## src/rtl/seq_shift_add_multiplier_if.sv

```systemverilog
// Operand/product handshake bundle for seq_shift_add_multiplier.
// master: the side that supplies operands and consumes the product.
// slave:  the multiplier itself.
interface seq_shift_add_multiplier_if;
   logic        in_valid;
   logic        in_ready;
   logic [7:0]  a;
   logic [7:0]  b;
   logic        out_valid;
   logic        out_ready;
   logic [15:0] p;
   logic        busy;

   modport master (
      output in_valid, a, b, out_ready,
      input  in_ready, out_valid, p, busy
   );

   modport slave (
      input  in_valid, a, b, out_ready,
      output in_ready, out_valid, p, busy
   );
endinterface

```

## src/rtl/seq_shift_add_multiplier.sv

```systemverilog
// 8x8 unsigned sequential shift-and-add multiplier, one partial product per clock.
// The accumulator adds through carry_lookahead_adder (a=ACC, b=MCAND, cin=0);
// the sum and carry-out are shifted back into {ACC,QR} every RUN cycle.
// Optional macro MULT_EARLY_TERM_EN: stop as soon as no multiplier bits remain,
// shifting the partial product into place in a single cycle.

module carry_lookahead_adder (
   input  logic [7:0] a,
   input  logic [7:0] b,
   input  logic       cin,
   output logic [7:0] s,
   output logic       cout
);
   // Carry vector from generate/propagate terms; bit i is the carry into bit i.
   function automatic logic [8:0] cla_carries(input logic [7:0] g,
                                              input logic [7:0] pr,
                                              input logic       ci);
      logic [8:0] c;
      c[0] = ci;
      for (int i = 0; i < 8; i++) begin
         c[i+1] = g[i] | (pr[i] & c[i]);
      end
      return c;
   endfunction

   logic [7:0] gen_s;
   logic [7:0] prop_s;
   logic [8:0] carry_s;

   // Sum bits from propagate terms and lookahead carries.
   always_comb begin
      gen_s   = a & b;
      prop_s  = a ^ b;
      carry_s = cla_carries(gen_s, prop_s, cin);
      s       = prop_s ^ carry_s[7:0];
      cout    = carry_s[8];
   end
endmodule

module seq_shift_add_multiplier #(
   parameter int WIDTH = 8,
   parameter int CNT_W = 3
) (
   input  logic                   clk,
   input  logic                   rst_n,
   seq_shift_add_multiplier_if.slave bus
);
   localparam logic [1:0] ST_IDLE = 2'd0;
   localparam logic [1:0] ST_RUN  = 2'd1;
   localparam logic [1:0] ST_DONE = 2'd2;

   logic [1:0]       state_r;
   logic [1:0]       state_nxt_s;
   logic [WIDTH-1:0] mcand_r;
   logic [WIDTH-1:0] acc_r;
   logic [WIDTH-1:0] qr_r;
   logic [CNT_W-1:0] cnt_r;
   logic             in_ready_r;
   logic             out_valid_r;
   logic             busy_r;

   logic [WIDTH-1:0]   sum_s;
   logic               cout_s;
   logic [WIDTH-1:0]   acc_add_s;
   logic               carry_add_s;
   logic [2*WIDTH-1:0] step_s;
   logic               last_iter_s;

`ifdef MULT_EARLY_TERM_EN
   logic [WIDTH-1:0]   r_r;
   logic [3:0]         shamt_s;
   logic [2*WIDTH-1:0] flush_s;
`endif

   carry_lookahead_adder u_cla (
      .a    (acc_r),
      .b    (mcand_r),
      .cin  (1'b0),
      .s    (sum_s),
      .cout (cout_s)
   );

   // One shift-and-add step: conditionally add MCAND, then shift {C,ACC,QR} right.
   always_comb begin
      if (qr_r[0]) begin
         acc_add_s   = sum_s;
         carry_add_s = cout_s;
      end else begin
         acc_add_s   = acc_r;
         carry_add_s = 1'b0;
      end
      step_s      = {carry_add_s, acc_add_s, qr_r[WIDTH-1:1]};
      last_iter_s = (cnt_r == 3'd7);
   end

`ifdef MULT_EARLY_TERM_EN
   // Once no multiplier bits remain, the rest of the iterations are pure shifts.
   always_comb begin
      shamt_s = 4'd8 - {1'b0, cnt_r};
      flush_s = {acc_r, qr_r} >> shamt_s;
   end
`endif

   // Next-state decode for IDLE -> RUN -> DONE -> IDLE.
   always_comb begin
      state_nxt_s = state_r;
      case (state_r)
         ST_IDLE: begin
            if (bus.in_valid) begin
               state_nxt_s = ST_RUN;
            end else begin
               state_nxt_s = ST_IDLE;
            end
         end
         ST_RUN: begin
`ifdef MULT_EARLY_TERM_EN
            if ((r_r == 8'h00) || last_iter_s) begin
               state_nxt_s = ST_DONE;
            end else begin
               state_nxt_s = ST_RUN;
            end
`else
            if (last_iter_s) begin
               state_nxt_s = ST_DONE;
            end else begin
               state_nxt_s = ST_RUN;
            end
`endif
         end
         ST_DONE: begin
            if (bus.out_ready) begin
               state_nxt_s = ST_IDLE;
            end else begin
               state_nxt_s = ST_DONE;
            end
         end
         default: state_nxt_s = ST_IDLE;
      endcase
   end

   // State register and registered handshake/status flags derived from next state.
   always_ff @(posedge clk) begin
      if (!rst_n) begin
         state_r     <= ST_IDLE;
         in_ready_r  <= 1'b1;
         out_valid_r <= 1'b0;
         busy_r      <= 1'b0;
      end else begin
         state_r     <= state_nxt_s;
         in_ready_r  <= (state_nxt_s == ST_IDLE);
         out_valid_r <= (state_nxt_s == ST_DONE);
         busy_r      <= (state_nxt_s == ST_RUN) || (state_nxt_s == ST_DONE);
      end
   end

   // Operand capture, iteration datapath and counter; frozen outside RUN.
   always_ff @(posedge clk) begin
      if (!rst_n) begin
         mcand_r <= 8'h00;
         acc_r   <= 8'h00;
         qr_r    <= 8'h00;
         cnt_r   <= 3'd0;
`ifdef MULT_EARLY_TERM_EN
         r_r     <= 8'h00;
`endif
      end else begin
         case (state_r)
            ST_IDLE: begin
               if (bus.in_valid) begin
                  mcand_r <= bus.a;
                  qr_r    <= bus.b;
                  acc_r   <= 8'h00;
                  cnt_r   <= 3'd0;
`ifdef MULT_EARLY_TERM_EN
                  r_r     <= bus.b;
`endif
               end
            end
            ST_RUN: begin
`ifdef MULT_EARLY_TERM_EN
               if (r_r == 8'h00) begin
                  {acc_r, qr_r} <= flush_s;
               end else begin
                  {acc_r, qr_r} <= step_s;
               end
               r_r   <= r_r >> 1;
               cnt_r <= cnt_r + 3'd1;
`else
               {acc_r, qr_r} <= step_s;
               cnt_r         <= cnt_r + 3'd1;
`endif
            end
            ST_DONE: begin
               cnt_r <= cnt_r;
            end
            default: begin
               cnt_r <= 3'd0;
            end
         endcase
      end
   end

   assign bus.in_ready  = in_ready_r;
   assign bus.out_valid = out_valid_r;
   assign bus.busy      = busy_r;
   assign bus.p         = {acc_r, qr_r};
endmodule

```

## src/flat_wrapper.sv

```systemverilog
// flat-port wrapper written by rule: the top's interface ports become plain ports
module seq_shift_add_multiplier_flat 
#(
   parameter int WIDTH = 8,
   parameter int CNT_W = 3
)
  (clk, rst_n, bus_in_valid, bus_a, bus_b, bus_out_ready, bus_in_ready, bus_out_valid, bus_p, bus_busy);
  seq_shift_add_multiplier_if bus_i ();
  input  logic clk;
  input  logic rst_n;
  input wire logic [$bits(bus_i.in_valid)-1:0] bus_in_valid;
  input wire logic [$bits(bus_i.a)-1:0] bus_a;
  input wire logic [$bits(bus_i.b)-1:0] bus_b;
  input wire logic [$bits(bus_i.out_ready)-1:0] bus_out_ready;
  output wire logic [$bits(bus_i.in_ready)-1:0] bus_in_ready;
  output wire logic [$bits(bus_i.out_valid)-1:0] bus_out_valid;
  output wire logic [$bits(bus_i.p)-1:0] bus_p;
  output wire logic [$bits(bus_i.busy)-1:0] bus_busy;
  assign bus_i.in_valid = bus_in_valid;
  assign bus_i.a = bus_a;
  assign bus_i.b = bus_b;
  assign bus_i.out_ready = bus_out_ready;
  assign bus_in_ready = bus_i.in_ready;
  assign bus_out_valid = bus_i.out_valid;
  assign bus_p = bus_i.p;
  assign bus_busy = bus_i.busy;
  seq_shift_add_multiplier #(.WIDTH(WIDTH), .CNT_W(CNT_W)) u_core (.clk(clk), .rst_n(rst_n), .bus(bus_i));
endmodule
```

## config.mk

```make
export PLATFORM = sky130hd
export DESIGN_NAME = seq_shift_add_multiplier_flat
export DESIGN_NICKNAME = d
export VERILOG_FILES = /design/src/rtl/seq_shift_add_multiplier_if.sv /design/src/rtl/seq_shift_add_multiplier.sv /design/src/flat_wrapper.sv
export SDC_FILE = /design/constraint.sdc
export NUM_CORES = 1
export LEC_CHECK = 0
export CORE_MARGIN = 4
export CORE_UTILIZATION = 40
export CTS_CLUSTER_SIZE = 16
export DETAILED_ROUTE_END_ITERATION = 10
export HOLD_SLACK_MARGIN = 0.03
export PLACE_DENSITY_LB_ADDON = 0.2
export SLEW_MARGIN = 20
export SYNTH_ARGS = -nofsm -noshare
export SYNTH_HDL_FRONTEND = slang
export SYNTH_HIERARCHICAL = 1
export SYNTH_SLANG_ARGS = --single-unit
```

## constraint.sdc

```tcl
create_clock -name clk -period 3.97 [get_ports clk]
set_input_delay 0.5955 -clock clk [delete_from_list [all_inputs] [get_ports clk]]
set_output_delay 0.5955 -clock clk [all_outputs]
set_load 0.03 [all_outputs]
```

==> metrics.txt <==
outcome=complete, no violations; most used cell, CP=fa_1; number of synthesized register bits=32; number of placed I/O pins=39; Hold Worst Slack=around 460 ps; Pins Over Slew Limit=0; ant diodes=0; FF-to-FF setup slack=approximately 200 ps; Detailed Place HPWL=roughly 2.4 mm; Sinks on Clock Net=32; vias=~1300; RSZ-0062 raised after global routing=no; H-tree levels=2; CP max stage delay=~410 ps; Yosys cell types=31; Post-CTS Resized=0; fin crit period=3770 ps; share of cells above drive strength 1=12.5%; CP Launch Point=u_core/acc_r[0]; Int Power=0.532 mW; RR Startpoint=u_core/acc_r[0]; largest net degree at the start of global routing=23; Vias/cell=slightly above 5; Worst path slowest cell=fa_1; nets=approximately 230; IO buf count=38; Total Routing Usage GR=14.8%; Sw Ratio=26.6%; area grow syn2layout=30.9%; delay-heaviest family, CP=adder cells; FF-to-FF path depth=15; VDD IR max=slightly below 0.0002 V; Chip Width=70.2 µm; Post-CTS Hold Fix Bufs=0; Clk pwr share=about a third; Setup TNS Final=0 ps; crit-path cells=inv_2 -> fa_1 -> inv_1 -> fa_2 -> fa_2 -> fa_1 -> fa_1 -> fa_1 -> fa_1 -> inv_1 -> fa_1 -> inv_1 -> mux2_2 -> a22oi_1 -> nor2_1; WP data required=roughly 4200 ps; FP Rows=22; Clk Latency, worst-skew pair=280 ps; antenna-violating nets left=0; initial antenna violation count=0; Logic pwr share=~16%; Detailed Route WL=3.48 mm; mapped cell area=approximately 1500 µm²; worst min-delay path class=reg2reg; Pre-antenna DRT Iters=4; synthesized area per cell=9.50 µm²; endpoint class of the critical path=flip-flop; Worst Setup EP=u_core/acc_r[6]; final hold violation count=0; full die area=4930 µm²; Net Sw Power=0.192 mW; clk root buf=clkbuf_8; pwr dens=357 nW/µm²; DRT iter0 DRCs=53; crit path launch type=flip-flop; Flop pwr share=around half; WL/cell=~14 µm; DR DRC count=0; initial core utilization=between 40% and 50%; critical path class=reg2reg; r2r endpoint=u_core/acc_r[6]; fin crit share=94.8%; Final GP Congestion=around 0.7; CP arrival=between 3000 and 4000 ps; post-CTS setup buffers=0; register area share after synthesis=around two fifths; cts bufs inserted=5; syn_nets=~200; relative slew slack=approximately 40%; CP max FO=4; Die H=70.2 µm; cell depth of the worst setup path=15; CTS clk-pin slew, worst paths=60 ps; Max Clock Skew=9.58 ps; Cells after Synth=163; Core Area=approximately 3700 µm²; YS warnings=6; Crit path buffers/inverters=4; GRT Residual Overflow=0; CTS tree=yes; setup violators final=0; vias in the first global route=between 1000 and 1500; static leakage=around 0.83 nW; clock buffer depth=2; Max Clock Freq=about 0.27 GHz; first-pass GRT wire length=5.90 mm; max_cap viols=0; Least-Margin Pin Slew=roughly 900 ps
==> state kept, by name, indices dropped and copies added (netlist names) <==
name and count:
u_core/state_r 2, u_core/bus.out_valid 1, u_core/bus.in_ready 1, u_core/bus.busy 1
u_core/mcand_r 8, u_core/cnt_r 3, u_core/acc_r 8, u_core/qr_r 8
==> layout make-up <==
type	instances	area (µm²)
Sequential cell	32	642
Multi-Input combinational cell	109	805
Clock buffer	6	82.6
Fill cell	356	1660
Timing Repair Buffer	38	380
Tap cell	48	60.1
Inverter	13	48.8
Clock inverter	2	10.0
==> through the flow <==
stage	instance area, µm²	setup WS [ps]	util, %	power, mW	instances
floorplan	1550	153	-	0.428	163
global placement	1930	206	52.3	0.474	240
detailed placement	1930	104	52.3	0.477	240
CTS	2020	110	54.8	0.732	248
global route	2030	41.0	55.0	0.759	248
finish	2030	205	55.0	0.724	248
==> Yosys cell counts, drive strengths merged <==
cell type | instances | area [µm²]
conb | 1 | 3.75
o21bai | 1 | 11.3
clkbuf | 2 | 7.51
nor2b | 1 | 6.26
buf | 7 | 52.5
nand2b | 3 | 18.8
or3b | 1 | 11.3
a22oi | 7 | 52.6
dfxtp | 32 | 641
ha | 4 | 50.1
fa | 8 | 160
o21ba | 1 | 10.0
or4 | 1 | 7.51
o221ai | 5 | 43.8
nand3 | 3 | 15.0
o221a | 2 | 22.5
a32oi | 3 | 26.3
and2 | 2 | 12.5
inv | 13 | 48.8
mux2 | 7 | 78.8
a21oi | 10 | 50.1
mux2i | 1 | 10.0
a2bb2oi | 2 | 17.5
nor3b | 2 | 20.0
nand2 | 18 | 67.6
or2b | 1 | 7.51
nor2 | 24 | 90.1
nand4 | 1 | 6.26
==> worst min-delay path by stage <==
stage | startpoint | slack (ps) | depth (start not counted) | to
4_1_cts | u_core/mcand_r[7] | 460 | 2 | u_core/mcand_r[7]
3_5_place_dp | u_core/mcand_r[7] | 450 | 2 | u_core/mcand_r[7]
5_1_grt | u_core/mcand_r[7] | 480 | 2 | u_core/mcand_r[7]
3_3_place_gp | u_core/mcand_r[0] | 450 | 2 | u_core/mcand_r[0]
2_1_floorplan | u_core/mcand_r[0] | 440 | 2 | u_core/mcand_r[0]
6_report | u_core/mcand_r[7] | 460 | 2 | u_core/mcand_r[7]
==> worst min-delay path: cells and delay by family (launching register included) <==
family           cells  cell delay, ps
flip-flops           1             310
AND/OR/NAND/NOR      1              50
AO/OA/AOI/OAI        1              50
==> layout by cell type, fill, tap and decap left out, types with 3 or more instances in the layout <==
cell type	netlist	routed
nand3_1	3	3
mux2_2	7	7
a21oi_1	10	10
clkbuf_8	0	6
nand2_1	18	18
nand2b_1	3	3
clkdlybuf4s50_1	0	38
o221ai_1	5	5
fa_1	8	6
nor2_1	24	24
dfxtp_1	32	31
ha_1	4	4
a22oi_1	7	7
a32oi_1	3	3
inv_1	13	12
==> logic make-up after synthesis <==
| kind of cell | Yosys count | share of synthesized area, % |
|---|---|---|
| DFF | 32 | 41.4 |
| and+or+nand+nor | 57 | 17.0 |
| adders and majority gates | 12 | 13.6 |
| buffers and inverters | 22 | 7.03 |
| other | 1 | 0.242 |
| AOI/OAI and AO/OA | 31 | 15.1 |
| muxes | 8 | 5.74 |
==> metal layers <==
metal,up-vias,track usage [%],share of wire [%]
met5,-,0,0
met4,0,6.38,1.5
met3,5,4.75,6.1
met2,34,23.8,51
met1,621,18.1,42
li1,621,-,-
==> power groups by stage <==
stage | combinational, mW | sequential, mW | clock, mW
final | 0.117 | 0.354 | 0.254
after global routing | 0.127 | 0.356 | 0.276
after detailed placement | 0.116 | 0.360 | 0
after CTS | 0.117 | 0.353 | 0.261
after floorplan | 0.0565 | 0.372 | 0
after global placement | 0.114 | 0.360 | 0
No activity file was read; power rests on OpenSTA's default activity.
